**src/rtl/tpx3_tx_emu_if.sv**
```systemverilog
// Packet handshake between a Timepix3 packet source (master) and tpx3_tx_emu (slave).
interface tpx3_tx_emu_if;
  logic [47:0] PKT_DATA;
  logic        PKT_VALID;
  logic        PKT_READY;

  modport master (output PKT_DATA, output PKT_VALID, input PKT_READY);
  modport slave  (input PKT_DATA, input PKT_VALID, output PKT_READY);
endinterface

```
**src/rtl/tpx3_tx_emu.sv**
```systemverilog
// Timepix3 serial link emulator: 48-bit packets -> 8b10b symbols, one bit per clock, K28.5 between packets.
// Optional macro TPX3_TX_ERR_INJ_EN adds INJECT_ERR, which flips bit a of the next data symbol on the line.
module tpx3_tx_emu #(
  parameter int IDLE_GAP      = 1,
  parameter int PKT_CNT_WIDTH = 16
) (
  input  logic                     CLK,
  input  logic                     RST,
  input  logic                     ENABLE,
  tpx3_tx_emu_if.slave             pkt,
  output logic                     TX_DATA,
  output logic                     BUSY,
  output logic [PKT_CNT_WIDTH-1:0] PKT_CNT
`ifdef TPX3_TX_ERR_INJ_EN
  ,
  input  logic                     INJECT_ERR
`endif
);
  localparam logic [9:0] K28_5_NEG = 10'b0011111010;
  localparam logic [9:0] K28_5_POS = 10'b1100000101;
  localparam bit         HAS_GAP   = (IDLE_GAP > 0);
  localparam logic [3:0] GAP_LAST  = HAS_GAP ? 4'(IDLE_GAP - 1) : 4'd0;

  typedef enum logic [1:0] {S_IDLE, S_DATA, S_GAP} state_t;

  state_t                   r_state;
  logic [3:0]               r_bit_cnt;
  logic [2:0]               r_byte_idx;
  logic [3:0]               r_gap_cnt;
  logic [47:0]              r_pkt;
  logic [9:0]               r_shift;
  logic                     r_rd;
  logic                     r_flip;
  logic                     r_busy;
  logic [PKT_CNT_WIDTH-1:0] r_cnt;

  // Returns {disparity flips, abcdei fghj}. Table entries carry a "complement under RD+" flag.
  function automatic logic [10:0] enc_8b10b(input logic [7:0] d, input logic k, input logic rd);
    logic [6:0] t6;
    logic [4:0] t4;
    logic [5:0] c6;
    logic [3:0] c4;
    logic       flip6, flip4, rd6, a7;
    if (k) return {1'b1, rd ? K28_5_POS : K28_5_NEG};
    case (d[4:0])
      5'd0:  t6 = 7'b1_100111;  5'd1:  t6 = 7'b1_011101;
      5'd2:  t6 = 7'b1_101101;  5'd3:  t6 = 7'b0_110001;
      5'd4:  t6 = 7'b1_110101;  5'd5:  t6 = 7'b0_101001;
      5'd6:  t6 = 7'b0_011001;  5'd7:  t6 = 7'b1_111000;
      5'd8:  t6 = 7'b1_111001;  5'd9:  t6 = 7'b0_100101;
      5'd10: t6 = 7'b0_010101;  5'd11: t6 = 7'b0_110100;
      5'd12: t6 = 7'b0_001101;  5'd13: t6 = 7'b0_101100;
      5'd14: t6 = 7'b0_011100;  5'd15: t6 = 7'b1_010111;
      5'd16: t6 = 7'b1_011011;  5'd17: t6 = 7'b0_100011;
      5'd18: t6 = 7'b0_010011;  5'd19: t6 = 7'b0_110010;
      5'd20: t6 = 7'b0_001011;  5'd21: t6 = 7'b0_101010;
      5'd22: t6 = 7'b0_011010;  5'd23: t6 = 7'b1_111010;
      5'd24: t6 = 7'b1_110011;  5'd25: t6 = 7'b0_100110;
      5'd26: t6 = 7'b0_010110;  5'd27: t6 = 7'b1_110110;
      5'd28: t6 = 7'b0_001110;  5'd29: t6 = 7'b1_101110;
      5'd30: t6 = 7'b1_011110;  default: t6 = 7'b1_101011;
    endcase
    // D.07 swaps form under RD+ but is balanced, so it never flips disparity
    flip6 = t6[6] && (d[4:0] != 5'd7);
    c6    = (rd && t6[6]) ? ~t6[5:0] : t6[5:0];
    rd6   = rd ^ flip6;
    a7    = rd6 ? (d[4:0] == 5'd11 || d[4:0] == 5'd13 || d[4:0] == 5'd14)
                : (d[4:0] == 5'd17 || d[4:0] == 5'd18 || d[4:0] == 5'd20);
    case (d[7:5])
      3'd0:    t4 = 5'b1_1011;
      3'd1:    t4 = 5'b0_1001;
      3'd2:    t4 = 5'b0_0101;
      3'd3:    t4 = 5'b1_1100;
      3'd4:    t4 = 5'b1_1101;
      3'd5:    t4 = 5'b0_1010;
      3'd6:    t4 = 5'b0_0110;
      default: t4 = a7 ? 5'b1_0111 : 5'b1_1110;
    endcase
    flip4 = t4[4] && (d[7:5] != 3'd3);
    c4    = (rd6 && t4[4]) ? ~t4[3:0] : t4[3:0];
    return {flip6 ^ flip4, c6, c4};
  endfunction

  logic        w_bnd, w_gap_last, w_ready, w_take, w_sym_k;
  logic [7:0]  w_byte;
  logic [10:0] w_enc;
  logic [9:0]  w_line;

  assign w_bnd      = (r_bit_cnt == 4'd9);
  assign w_gap_last = HAS_GAP && (r_gap_cnt == GAP_LAST);
  assign w_ready    = !RST && w_bnd && ENABLE &&
                      (r_state == S_IDLE ||
                       (r_state == S_DATA && r_byte_idx == 3'd5 && !HAS_GAP) ||
                       (r_state == S_GAP && w_gap_last));
  assign w_take     = w_ready && pkt.PKT_VALID;
  assign w_sym_k    = !(w_take || (r_state == S_DATA && r_byte_idx != 3'd5));

  // Byte 0 comes straight from the bus so it can go out the cycle after the handshake
  always_comb begin
    w_byte = pkt.PKT_DATA[47:40];
    if (!w_take) begin
      case (r_byte_idx)
        3'd0:    w_byte = r_pkt[39:32];
        3'd1:    w_byte = r_pkt[31:24];
        3'd2:    w_byte = r_pkt[23:16];
        3'd3:    w_byte = r_pkt[15:8];
        3'd4:    w_byte = r_pkt[7:0];
        default: w_byte = 8'h00;
      endcase
    end
  end

  assign w_enc = enc_8b10b(w_byte, w_sym_k, r_rd ^ r_flip);

`ifdef TPX3_TX_ERR_INJ_EN
  logic r_err_arm;
  logic w_err_use;
  assign w_err_use = w_bnd && !w_sym_k && r_err_arm;
  assign w_line    = w_enc[9:0] ^ {w_err_use, 9'd0};

  always_ff @(posedge CLK) begin
    if (RST)            r_err_arm <= 1'b0;
    else if (w_err_use) r_err_arm <= 1'b0;
    else if (INJECT_ERR) r_err_arm <= 1'b1;
  end
`else
  assign w_line = w_enc[9:0];
`endif

  // r_rd is the RD entering the symbol on the line; r_flip says whether that symbol inverts it
  always_ff @(posedge CLK) begin
    if (RST) begin
      r_state    <= S_IDLE;
      r_bit_cnt  <= 4'd0;
      r_byte_idx <= 3'd0;
      r_gap_cnt  <= 4'd0;
      r_pkt      <= 48'd0;
      r_shift    <= K28_5_NEG;
      r_rd       <= 1'b0;
      r_flip     <= 1'b1;
      r_busy     <= 1'b0;
      r_cnt      <= '0;
    end else begin
      r_bit_cnt <= w_bnd ? 4'd0 : r_bit_cnt + 4'd1;
      if (w_bnd) begin
        r_shift <= w_line;
        r_rd    <= r_rd ^ r_flip;
        r_flip  <= w_enc[10];
        r_busy  <= !w_sym_k;
        if (r_state == S_DATA && r_byte_idx == 3'd5) r_cnt <= r_cnt + 1'b1;
        if (w_take) begin
          r_pkt      <= pkt.PKT_DATA;
          r_state    <= S_DATA;
          r_byte_idx <= 3'd0;
        end else begin
          case (r_state)
            S_DATA: begin
              if (r_byte_idx != 3'd5) r_byte_idx <= r_byte_idx + 3'd1;
              else if (HAS_GAP) begin
                r_state   <= S_GAP;
                r_gap_cnt <= 4'd0;
              end else r_state <= S_IDLE;
            end
            S_GAP: begin
              if (w_gap_last) r_state <= S_IDLE;
              else            r_gap_cnt <= r_gap_cnt + 4'd1;
            end
            default: ;
          endcase
        end
      end else begin
        r_shift <= {r_shift[8:0], 1'b0};
      end
    end
  end

  assign TX_DATA       = r_shift[9];
  assign BUSY          = r_busy;
  assign PKT_CNT       = r_cnt;
  assign pkt.PKT_READY = w_ready;
endmodule

```
**src/flat_wrapper.sv**
```systemverilog
// flat-port wrapper written by rule: the top's interface ports become plain ports
module tpx3_tx_emu_flat 
#(
  parameter int IDLE_GAP      = 1,
  parameter int PKT_CNT_WIDTH = 16
)
  (CLK, RST, ENABLE, TX_DATA, BUSY, PKT_CNT, pkt_PKT_DATA, pkt_PKT_VALID, pkt_PKT_READY);
  tpx3_tx_emu_if pkt_i ();
  input  logic CLK;
  input  logic RST;
  input  logic ENABLE;
  output logic TX_DATA;
  output logic BUSY;
  output logic [PKT_CNT_WIDTH-1:0] PKT_CNT;
  input wire logic [$bits(pkt_i.PKT_DATA)-1:0] pkt_PKT_DATA;
  input wire logic [$bits(pkt_i.PKT_VALID)-1:0] pkt_PKT_VALID;
  output wire logic [$bits(pkt_i.PKT_READY)-1:0] pkt_PKT_READY;
  assign pkt_i.PKT_DATA = pkt_PKT_DATA;
  assign pkt_i.PKT_VALID = pkt_PKT_VALID;
  assign pkt_PKT_READY = pkt_i.PKT_READY;
  tpx3_tx_emu #(.IDLE_GAP(IDLE_GAP), .PKT_CNT_WIDTH(PKT_CNT_WIDTH)) u_core (.CLK(CLK), .RST(RST), .ENABLE(ENABLE), .pkt(pkt_i), .TX_DATA(TX_DATA), .BUSY(BUSY), .PKT_CNT(PKT_CNT));
endmodule
```
**config.mk**
```make
export PLATFORM = sky130hd
export DESIGN_NAME = tpx3_tx_emu_flat
export DESIGN_NICKNAME = d
export VERILOG_FILES = /design/src/rtl/tpx3_tx_emu_if.sv /design/src/rtl/tpx3_tx_emu.sv /design/src/flat_wrapper.sv
export SDC_FILE = /design/constraint.sdc
export NUM_CORES = 1
export LEC_CHECK = 0
export ABC_AREA = 1
export CORE_ASPECT_RATIO = 1.5
export CORE_UTILIZATION = 50
export DETAILED_ROUTE_END_ITERATION = 8
export PLACE_DENSITY = 0.83
export SKIP_LAST_GASP = 1
export SYNTH_ARGS = -nofsm -noshare
export SYNTH_HDL_FRONTEND = slang
export SYNTH_SLANG_ARGS = --single-unit
```
**constraint.sdc**
```tcl
create_clock -name CLK -period 5.4 [get_ports CLK]
set_input_delay 1.35 -clock CLK [delete_from_list [all_inputs] [get_ports CLK]]
set_output_delay 1.35 -clock CLK [all_outputs]
set_load 0.03 [all_outputs]
```
Yosys cells after proc, flatten, opt, wreduce, memory -nomap -nowiden

Memory sizes are Yosys's and may differ from the RTL's.
Index checks and enable logic that the tools add are counted.

Order comparisons: 0
Bitwise logic cells: 7
Shift operators: 0
Reductions and logical operators: 33
Add/subtract/negate cells: 4
Eq/ne operators: 27
Divide/modulo/power cells: 0
Muxes and demuxes: 22
$mul: 0

Operators with widths:

| kind                    | number |
|---|---|
| $pmux W8 S5             | 1 |
| $pmux W5 S7             | 1 |
| $mux W10                | 2 |
| $add A16 B1 Y16 const B | 1 |
| $mux W4                 | 4 |
| $eq A3 B3 Y1 const B    | 5 |
| $eq A5 B4 Y1 const B    | 3 |
| $eq A5 B5 Y1 const B    | 3 |
| $eq A3 B2 Y1 const B    | 4 |
| $logic_and A1 B1 Y1     | 11 |
| $mux W11                | 1 |
| $mux W3                 | 3 |
| $add A4 B1 Y4 const B   | 2 |
| $mux W8                 | 1 |
| $pmux W4 S2             | 1 |
| $mux W7                 | 1 |
| $eq A3 B1 Y1 const B    | 2 |
| $logic_not A3 Y1        | 2 |
| $logic_or A1 B1 Y1      | 6 |
| $mux W2                 | 3 |
| $mux W6                 | 1 |
| $ne A3 B2 Y1 const B    | 2 |
| $not A6 Y6              | 1 |
| $reduce_bool A2 Y1      | 3 |
| 23 further kinds        | 29 |

Bits in latches: 0
Output and inout port bits: 19
Register bits: 82
Word-level logic and storage cells: 105
Memories kept: 1
Bits in read-only memories: 224
Memory bits (writable): 0

Memories:

| name             | words | bits a word | rd ports | clocked after memory_dff | wr ports | RTL line          | RTL |
|---|---|---|---|---|---|---|---|
| (name not given) | 32    | 7           | 1        | 0                        | 0        | tpx3_tx_emu.sv:45 | `case (d[4:0])` |

Depth between registers and ports, before layout

Gate-level depths: netlist of the first run.
An unclocked memory read counts as a cell.

Depth in word-level cells: 18
Mapped depth: 26

Worst setup path after synthesis of the first run

No wires, ideal clock.

Path kind: in2reg
Start point: input RST
End point: register u_core.r_shift[2]
Setup slack: 1.556 ns
Cell stages on the path: 22
Data arrival time: 3.732 ns
Buffers on the path: 2
Data required time: 5.288 ns
Path through: buf_6 > inv_6 > nand2_4 > nor2_8 > nand3_4 > buf_6 > o21ai_1 > inv_1 > ha_1 > inv_1 > nand3_1 > nand3_1 > nand3_2 > nand2_4 > nand2_4 > nand2_4 > o211ai_4 > xor2_1 > nand2_1 > nand2_1 > nand2_1 > nand2_1

Cells in the longest elaborated chain, start to end: 14
Elaborated cells between the ends (all ways): 26
Classes of those cells: eq/ne (7); mux (7); bitwise (2); reduce/logical (9); memory (1)

RTL lines:

| element                          | RTL line           | RTL |
|---|---|---|
| from (decl)                      | flat_wrapper.sv:10 | `input logic RST;` |
| $logic_not A1 Y1                 | tpx3_tx_emu.sv:91  | `assign w_ready = !RST && w_bnd && ENABLE &&` |
| $logic_and A1 B1 Y1 (3 in a row) | tpx3_tx_emu.sv:91  |  |
| $logic_and A1 B1 Y1              | tpx3_tx_emu.sv:95  | `assign w_take = w_ready && pkt.PKT_VALID;` |
| $mux W8                          | tpx3_tx_emu.sv:101 | `if (!w_take) begin` |
| $mem_v2 Z32 W7                   | --                 |  |
| $mux W7                          | tpx3_tx_emu.sv:45  |  |
| $logic_and A1 B1 Y1              | tpx3_tx_emu.sv:64  | `flip6 = t6[6] && (d[4:0] != 5'd7);` |
| $xor A1 B1 Y1                    | tpx3_tx_emu.sv:66  | `rd6 = rd ^ flip6;` |
| $logic_and A1 B1 Y1              | tpx3_tx_emu.sv:80  | `c4 = (rd6 && t4[4]) ? ~t4[3:0] : t4[3:0];` |
| $mux W4                          | tpx3_tx_emu.sv:80  |  |
| $mux W11                         | tpx3_tx_emu.sv:45  |  |
| $mux W10                         | tpx3_tx_emu.sv:145 | `if (w_bnd) begin` |
| to (signal assigned)             | tpx3_tx_emu.sv:146 | `r_shift <= w_line;` |
| to (signal assigned)             | tpx3_tx_emu.sv:172 | `r_shift <= {r_shift[8:0], 1'b0};` |
| to (decl)                        | tpx3_tx_emu.sv:31  | `logic [9:0] r_shift;` |

Parallel ways exist; a longest one is shown, timed or not. The select of a mux whose other input is x is not followed.
A chain may end at the register's enable or synchronous reset.

Final worst setup path of the first run

Start point: input RST
End point: output pkt_PKT_READY

Cells in the longest elaborated chain, start to end: 4

RTL lines:

| element                          | RTL line           | RTL |
|---|---|---|
| $logic_not A1 Y1                 | tpx3_tx_emu.sv:91  |  |
| $logic_and A1 B1 Y1 (3 in a row) | tpx3_tx_emu.sv:91  |  |
| to (decl)                        | flat_wrapper.sv:17 | `output wire logic [$bits(pkt_i.PKT_READY)-1:0] pkt_PKT_READY;` |

Every way passes these cells.

==> results of run 1 <==
==> cell type report <==
cell class	count	area, um2	share of cell area
Clock inverter	7	52.6	0.00944
Clock buffer	9	225	0.0405
Multi-Input combinational cell	422	2460	0.442
Timing Repair Buffer	72	716	0.129
Sequential cell	82	1640	0.295
Inverter	86	333	0.0598
Tap cell	110	138	0.0247
==> worst min-delay path, cell delays in order, from the launching register on <==
cell	delay [ns]
dfxtp_1	0.31
nand2_1	0.05
nand2_1	0.05
==> registers in the layout (all words and copies together), names as in the netlist <==
name / flops
u_core.BUSY: 1
u_core.PKT_CNT: 16
u_core.r_bit_cnt: 4
u_core.r_byte_idx: 3
u_core.r_flip: 1
u_core.r_gap_cnt: 4
u_core.r_pkt: 40
u_core.r_rd: 1
u_core.r_shift: 10
u_core.r_state: 2
==> kinds of logic after synthesis <==
logic type | share of synthesized area
adder cells (fa/ha/maj) | 0.0579
buffers and inverters | 0.0965
AND/OR/NAND/NOR | 0.264
XOR/XNOR | 0.0174
AO/OA/AOI/OAI | 0.203
flip-flops | 0.362
==> metal layers <==
metal | GRT usage | vias to the layer above
met5 | 0 | -
met3 | 0.0402 | 35
met2 | 0.427 | 114
met1 | 0.267 | 1979
li1 | - | 2146
met4 | 0.155 | 0
==> report_power, final <==
| group | switching [W] | internal, W |
|---|---|---|
| sequential | 0.00000304 | 0.000610 |
| combinational | 0.0000286 | 0.0000406 |
| clock | 0.000256 | 0.000314 |
| total | 0.000288 | 0.000965 |
==> worst min-delay path by stage <==
stage                            startpoint                      endpoint  slack [ns]  depth (start not counted)
3_3_place_gp   u_core.r_shift[1]$_SDFF_PP1_  u_core.r_shift[2]$_SDFF_PP0_        0.42                          2
5_1_grt        u_core.r_pkt[5]$_SDFFE_PP0P_  u_core.r_pkt[5]$_SDFFE_PP0P_        0.47                          2
3_5_place_dp   u_core.r_shift[7]$_SDFF_PP1_  u_core.r_shift[8]$_SDFF_PP0_        0.43                          2
4_1_cts        u_core.r_shift[7]$_SDFF_PP1_  u_core.r_shift[8]$_SDFF_PP0_        0.44                          2
2_1_floorplan  u_core.r_shift[1]$_SDFF_PP1_  u_core.r_shift[2]$_SDFF_PP0_        0.40                          2
6_report       u_core.r_shift[7]$_SDFF_PP1_  u_core.r_shift[8]$_SDFF_PP0_        0.44                          2
==> cells in the mapped netlist, drive strengths merged, types with 4 or more instances <==
library cell  number
xor2               4
clkbuf            15
nand3             37
ha                21
nor3              14
nand4              7
buf                5
dfxtp             82
nor2              39
o221ai             4
o22ai             10
xnor2              5
o211ai             5
inv               85
nand2            123
o21ai             60
a21oi             71
==> per-stage QoR <==
stage | total power, W | util
2_1_floorplan | 0.000650 | -
5_1_grt | 0.00129 | 0.630
4_1_cts | 0.00126 | 0.630
3_5_place_dp | 0.000696 | 0.599
6_report | 0.00125 | 0.630
3_3_place_gp | 0.000695 | 0.599
==> results.json, run 1 <==
{
  "finalCritPeriodShare": 0.849,
  "coreArea_um2": 8830,
  "globalplace.congestion": 0.914,
  "cp_cell_sequence": "clkdlybuf4s50_1 > inv_6 > nand2_4 > inv_1 > and3_1 > clkdlybuf4s50_1",
  "drt-met1-wl_mm": 4.32,
  "initial_core_util": 0.514,
  "slew_headroom": 0.586,
  "power.density_nw_per_um2": 225,
  "synthesis.nets": 683,
  "hold_viol": 0,
  "path_max_fanout": 41,
  "first_global_vias": 4158,
  "cts-root-buf": "clkbuf_16",
  "grt_pass1_wl_mm": 18.3,
  "first_iter_violations": 175,
  "setup_viol": 0,
  "fillCellCount": 774,
  "overflow": 0,
  "hold_path.class": "flip-flop to flip-flop",
  "die_area_um2": 9470,
  "die_h_um": 119,
  "ys_ff_latch": 82,
  "timing.hold.ws_ns": 0.438,
  "place_hpwl_mm": 8.06,
  "wl_met3_um": 500,
  "wl_met2_mm": 5.61,
  "maxCapViolCount": 0,
  "post_cts_buffers": 0,
  "finalMaxSlewViolations": 0,
  "worstPathRequired_ns": 4.05,
  "critical_path_depth": 6,
  "routedWlPerCell_um": 13.9,
  "top_layer": "met4",
  "cpPeakStageDelay_ns": 0.66,
  "grt_max_degree": 65,
  "synth_area_um2": 4540,
  "cts_tree": "built",
  "path_buf_inv": 4,
  "detailedPlace.worstSlack_ns": 0.655,
  "max-vdd-ir-drop_uv": 212,
  "r2r_cells": 22,
  "cts.clk_slew.worst_paths_ns": 0.06,
  "regToRegSetupSlack_ns": 1.95,
  "arrival_ns": 3.23,
  "port_buffers": 70,
  "mostFrequentLayoutCell": "nand2_1",
  "synth_area_leaders": "dfxtp_1, nand2_1, a21oi_1",
  "critical_path.top_delay_family": "buffers and inverters",
  "crit_slowest_cell": "clkdlybuf4s50_1",
  "final_nets": 746,
  "synth_cell_types": 49,
  "worst_slew_pin_slew_ns": 0.620,
  "htreeDepth": 3,
  "drc": 0,
  "ant_nets": 0,
  "cts_buffers": 9,
  "cpMostUsedCell": "clkdlybuf4s50_1",
  "yosysWarnings": 0,
  "synth_edf_count": 0,
  "antenna_found_initial": 0,
  "wirelength_mm": 11.0,
  "fin_cells": 788,
  "crit_path_end_kind": "primary output",
  "synth_top_area_frac": 0.362,
  "max_freq_mhz": 218,
  "syn_to_final_growth_pct": 22.6,
  "numPlacedInstances": 772,
  "rsz0062_at_grt": "false",
  "hold_buffers": 0,
  "post-synth-top-area-cell": "dfxtp_1",
  "grt_util_all_layers": 0.245,
  "critPathLaunchType": "primary input",
  "pin_count": 71,
  "vias": 4274,
  "fin_area_um2": 5570,
  "cts_sinks": 82,
  "critPathCapture": "pkt_PKT_READY",
  "drtPass1Iterations": 5,
  "n_antenna_cell": 0,
  "clock_path_buffers": 2,
  "final_cell_mix": "nand2_1, dfxtp_1, inv_1, clkdlybuf4s50_1, a21oi_1",
  "syn-mean-instance-area_um2": 7.44,
  "r2r-start": "u_core.r_bit_cnt[0]$_SDFF_PP0_",
  "min_period_ns": 4.58,
  "worst_clock_skew_ns": 0.00905,
  "synthFlopType": "dfxtp_1",
  "insertion_delay_ns": 0.34,
  "rows": 42,
  "placed_cell_area_um2": 5290,
  "worstSetupStartpoint": "RST",
  "cts-resized-gates": 0,
  "vias_per_cell": 5.42,
  "r2r-end": "u_core.r_shift[0]$_SDFF_PP0_",
  "synthArstFlopShare": 0,
  "layout-drive-gt1-share": 0.106,
  "tns_ns": 0,
  "synthCells": 610,
  "crit_type": "primary input to primary output",
  "p_leak_nw": 2.17,
  "setup_ws_ns": 0.817,
  "die_x_um": 79.8,
  "seq_area_frac_synth": 0.362,
  "status": "finished clean"
}
No activity file was read; power rests on OpenSTA's default activity.
==> run 2: changes to the inputs <==
Clock period 5.4 ns to 4.8 ns, I/O delays scaled along.
==> results.json, run 2 (same netlist as run 1, synthesis figures left out) <==
{
  "status": "finished clean",
  "worst_slew_pin_slew_ns": 0.622,
  "power.share.combinational": 0.053,
  "grt_max_degree": 47,
  "worstPathRequired_ns": 5.08,
  "coreArea_um2": 8830,
  "initial_core_util": 0.514,
  "final_nets": 747,
  "numPlacedInstances": 773,
  "p_leak_nw": 2.18,
  "fin_cells": 789,
  "worst_clock_skew_ns": 0.00564,
  "htreeDepth": 3,
  "insertion_delay_ns": 0.34,
  "rsz0062_at_grt": "false",
  "final_cell_mix": "nand2_1, dfxtp_1, inv_1, clkdlybuf4s50_1, a21oi_1",
  "largest_reg_flops": 40,
  "regToRegSetupSlack_ns": 1.43,
  "cpPeakStageDelay_ns": 0.48,
  "tns_ns": 0,
  "routedWlPerCell_um": 13.8,
  "swShare": 0.207,
  "p_seq_frac": 0.471,
  "power.density_nw_per_um2": 262,
  "crit_slowest_cell": "clkdlybuf4s50_1",
  "drtPass1Iterations": 6,
  "cts_tree": "built",
  "setup_ws_ns": 0.673,
  "arrival_ns": 4.41,
  "cts-resized-gates": 0,
  "hold_viol": 0,
  "first_iter_violations": 289,
  "min_period_ns": 4.13,
  "die_x_um": 79.8,
  "slew_headroom": 0.585,
  "drc": 0,
  "wirelength_mm": 10.9,
  "finalCritPeriodShare": 0.860,
  "fin_area_um2": 5600,
  "grt_pass1_wl_mm": 18.4,
  "maxCapViolCount": 0,
  "max-vdd-ir-drop_uv": 228,
  "syn_to_final_growth_pct": 23.3,
  "layout-drive-gt1-share": 0.108,
  "top_register": "u_core.r_pkt",
  "finalMaxSlewViolations": 0,
  "cts_buffers": 9,
  "critical_path.top_delay_family": "simple AND/OR/NAND/NOR gates",
  "pin_count": 71,
  "path_buf_inv": 4,
  "mostFrequentLayoutCell": "nand2_1",
  "p_sw_w": 0.000304,
  "vias_per_cell": 5.42,
  "n_antenna_cell": 0,
  "die_h_um": 119,
  "critPathLaunchType": "primary input",
  "crit_path_end_kind": "flip-flop",
  "hold_buffers": 0,
  "globalplace.congestion": 0.976,
  "cts.clk_slew.worst_paths_ns": 0.06,
  "max_freq_mhz": 242,
  "internal_power_w": 0.00116,
  "die_area_um2": 9470,
  "hold_path.class": "flip-flop to flip-flop",
  "antenna_found_initial": 0,
  "cts_sinks": 82,
  "cp_cell_sequence": "clkdlybuf4s50_1 > inv_6 > nand2_4 > nor2_8 > nand3_4 > o21ai_1 > inv_1 > ha_1 > inv_1 > nand3_1 > nand3_2 > nand3_2 > nand2_4 > nand3_2 > nand3_2 > nand3_4 > nand2_1 > nand2_1 > nand2_1 > nand2_1 > a21oi_2",
  "placed_cell_area_um2": 5290,
  "overflow": 0,
  "vias": 4276,
  "first_global_vias": 4189,
  "p_clk_frac": 0.477,
  "path_max_fanout": 41,
  "grt_util_all_layers": 0.248,
  "rows": 42,
  "setup_viol": 0,
  "clock_path_buffers": 2,
  "place_hpwl_mm": 8.02,
  "post_cts_buffers": 0,
  "ant_nets": 0,
  "detailedPlace.worstSlack_ns": 0.327,
  "cts-root-buf": "clkbuf_16",
  "port_buffers": 70,
  "crit_type": "primary input to flip-flop"
}
==> run 2: cell count changes in the layout (fill, tap and decap cells not counted) <==
cell,delta
clkinv_2,-1
clkinvlp_4,+1
clkinv_4,-2
inv_6,-2
bufinv_16,+1
clkdlybuf4s50_1,-1
clkbuf_1,+1
buf_4,+2
clkbuf_8,+2
==> run 2: power groups by stage <==
stage	logic (W)	clock network, W	registers (W)
floorplan	0.0000254	0	0.000706
global placement	0.0000759	0	0.000705
detailed placement	0.0000768	0	0.000705
CTS	0.0000775	0.000711	0.000690
global route	0.0000841	0.000745	0.000690
finish	0.0000771	0.000699	0.000690
==> run 2: worst reg2reg max path, cell delays in order, from the launching register on <==
cell and delay (ns):
dfxtp_1 0.44, inv_2 0.09, ha_1 0.25, inv_1 0.19
o22ai_1 0.14, nor2_1 0.14, o211ai_1 0.10, o21ai_1 0.28
inv_1 0.18, ha_1 0.27, inv_1 0.14, nand3_1 0.13
nand3_2 0.10, nand3_2 0.08, nand2_4 0.11, nand3_2 0.11
nand3_2 0.12, nand3_4 0.08, nand2_1 0.07, nand2_1 0.05
nand2_1 0.07, nand2_1 0.08, a21oi_2 0.11
==> run 2: area by class of cell <==
| class | instances | area (um2) |
|---|---|---|
| fill | 760 | 3230 |
| multi-input combinational | 422 | 2460 |
| sequential | 82 | 1640 |
| timing repair buffer | 73 | 721 |
| inverter | 86 | 333 |
| clock buffer | 12 | 256 |
| tap | 110 | 138 |
| clock inverter | 4 | 50.0 |
==> run 2: metrics by stage <==
| stage | power, W | hold WS, ns | utilization |
|---|---|---|---|
| global route | 0.00152 | 0.464 | 0.634 |
| global placement | 0.000781 | 0.416 | 0.599 |
| finish | 0.00147 | 0.438 | 0.634 |
| CTS | 0.00148 | 0.438 | 0.634 |
| detailed placement | 0.000782 | 0.423 | 0.599 |
| floorplan | 0.000731 | 0.403 | - |
==> run 2: path summary, 6_finish.rpt <==
check / start / end / cells past startpoint
worst min-delay path: u_core.r_shift[7]$_SDFF_PP1_ / u_core.r_shift[8]$_SDFF_PP0_ / 2
worst max-delay path: RST / u_core.r_shift[0]$_SDFF_PP0_ / 21
worst min register to register: u_core.r_shift[7]$_SDFF_PP1_ / u_core.r_shift[8]$_SDFF_PP0_ / 2
worst max register to register: u_core.r_byte_idx[2]$_SDFFE_PP0P_ / u_core.r_shift[0]$_SDFF_PP0_ / 22
==> run 2: routing by layer <==
metal	vias to the layer above	global-route usage	routed length, um
li1	2153	-	-
met1	1966	0.271	4380
met2	135	0.441	5660
met3	22	0.0556	542
met4	0	0.118	310
met5	-	0	0
==> run 3: changes to the inputs <==
Settings changed: CORE_UTILIZATION 50 to 54, PLACE_DENSITY 0.83 to 0.88.
==> results.json, run 3 (same netlist as run 1, synthesis figures left out) <==
{
  "status": "finished clean",
  "p_sw_w": 0.000327,
  "routedWlPerCell_um": 14.1,
  "worstSetupStartpoint": "RST",
  "hold_viol": 0,
  "top_register": "u_core.r_pkt",
  "first_global_vias": 4177,
  "setup_viol": 0,
  "rows": 40,
  "max_freq_mhz": 240,
  "cts-resized-gates": 0,
  "fin_cells": 785,
  "ant_nets": 0,
  "cts_buffers": 9,
  "grt_max_degree": 41,
  "p_total_w": 0.00143,
  "path_max_fanout": 35,
  "critPathLaunchType": "primary input",
  "p_seq_frac": 0.483,
  "cts_tree": "built",
  "power.density_nw_per_um2": 256,
  "htreeDepth": 3,
  "first_iter_violations": 178,
  "maxCapViolCount": 0,
  "antenna_found_initial": 0,
  "regToRegSetupSlack_ns": 1.27,
  "swShare": 0.229,
  "insertion_delay_ns": 0.34,
  "placed_cell_area_um2": 5290,
  "largest_reg_flops": 40,
  "slew_headroom": 0.578,
  "power.share.combinational": 0.054,
  "vias_per_cell": 5.52,
  "post_cts_buffers": 0,
  "syn_to_final_growth_pct": 23.0,
  "r2r-end": "u_core.r_shift[2]$_SDFF_PP0_",
  "vias": 4333,
  "globalplace.congestion": 0.869,
  "r2r_cells": 22,
  "die_area_um2": 8780,
  "initial_core_util": 0.563,
  "hold_path.class": "flip-flop to flip-flop",
  "finalMaxSlewViolations": 0,
  "n_antenna_cell": 0,
  "critPathCapture": "u_core.r_shift[2]$_SDFF_PP0_",
  "overflow": 0,
  "crit_path_end_kind": "flip-flop",
  "crit_type": "primary input to flip-flop",
  "worstPathRequired_ns": 5.04,
  "drc": 0,
  "layout-drive-gt1-share": 0.110,
  "arrival_ns": 4.40,
  "cts_sinks": 82,
  "die_x_um": 76.9,
  "finalCritPeriodShare": 0.869,
  "mostFrequentLayoutCell": "nand2_1",
  "p_leak_nw": 2.17,
  "cts-root-buf": "clkbuf_16",
  "grt_util_all_layers": 0.267,
  "internal_power_w": 0.00110,
  "place_hpwl_mm": 8.18,
  "rsz0062_at_grt": "false",
  "worst_slew_pin_slew_ns": 0.633,
  "fin_area_um2": 5580,
  "clock_path_buffers": 2,
  "p_clk_frac": 0.463,
  "final_cell_mix": "nand2_1, dfxtp_1, inv_1, clkdlybuf4s50_1, a21oi_1",
  "max-vdd-ir-drop_uv": 246,
  "cts.clk_slew.worst_paths_ns": 0.06,
  "final_nets": 748,
  "r2r-start": "u_core.r_bit_cnt[0]$_SDFF_PP0_",
  "coreArea_um2": 8060,
  "worst_clock_skew_ns": 0.00696,
  "numPlacedInstances": 769,
  "pin_count": 71,
  "die_h_um": 114,
  "wirelength_mm": 11.0,
  "hold_buffers": 0,
  "drtPass1Iterations": 6,
  "port_buffers": 70,
  "min_period_ns": 4.17,
  "timing.hold.ws_ns": 0.438,
  "tns_ns": 0,
  "grt_pass1_wl_mm": 18.6
}
## run 3: worst max-delay path: stages
cell and delay, ns:
clkdlybuf4s50_1 0.48, inv_6 0.09, nand2_4 0.08, nor2_8 0.12, nand3_4 0.27, o21ai_1 0.47
inv_1 0.18, ha_1 0.27, inv_1 0.13, nand3_1 0.13, nand3_2 0.10, nand3_2 0.08
nand2_4 0.11, nand2_4 0.07, nand2_4 0.08, o211ai_4 0.10, xor2_1 0.16, nand2_1 0.07
nand2_1 0.07, nand2_1 0.08, nand2_1 0.05
## run 3: layout make-up
type | instances | area (um2)
clock buffers | 10 | 239
clock inverters | 6 | 48.8
fillers | 661 | 2480
inverters | 86 | 333
multi-input cells | 422 | 2460
flip-flops and latches | 82 | 1640
well taps | 105 | 131
repair buffers | 74 | 728
## run 3: power by group through the flow
stage	sequential (W)	clock [W]	combinational, W
after floorplan	0.000706	0	0.0000254
after global placement	0.000705	0	0.0000755
after detailed placement	0.000706	0	0.0000770
after CTS	0.000690	0.000667	0.0000775
after global routing	0.000691	0.000696	0.0000833
final	0.000690	0.000661	0.0000772
## run 3: worst min-delay path by stage
stage                                       startpoint                           end  slack (ns)  depth (start not counted)
after CTS                 u_core.r_shift[7]$_SDFF_PP1_  u_core.r_shift[8]$_SDFF_PP0_        0.44                          2
after detailed placement  u_core.r_shift[7]$_SDFF_PP1_  u_core.r_shift[8]$_SDFF_PP0_        0.42                          2
after global placement    u_core.r_shift[1]$_SDFF_PP1_  u_core.r_shift[2]$_SDFF_PP0_        0.41                          2
after floorplan           u_core.r_shift[1]$_SDFF_PP1_  u_core.r_shift[2]$_SDFF_PP0_        0.40                          2
after global routing      u_core.r_shift[7]$_SDFF_PP1_  u_core.r_shift[8]$_SDFF_PP0_        0.46                          2
final                     u_core.r_shift[7]$_SDFF_PP1_  u_core.r_shift[8]$_SDFF_PP0_        0.44                          2
## run 3: through the flow
step           setup WS [ns]  utilization
4_1_cts                0.641        0.693
2_1_floorplan           1.11            -
6_report               0.631        0.693
3_5_place_dp           0.315        0.657
5_1_grt                0.363        0.693
3_3_place_gp           0.459        0.657
## run 3: layer usage
metal | track usage | up-vias | wire length [um]
met1 | 0.287 | 2017 | 4340
li1 | - | 2145 | -
met5 | 0 | - | 0
met3 | 0.0430 | 26 | 501
met2 | 0.496 | 145 | 5900
met4 | 0.138 | 0 | 302
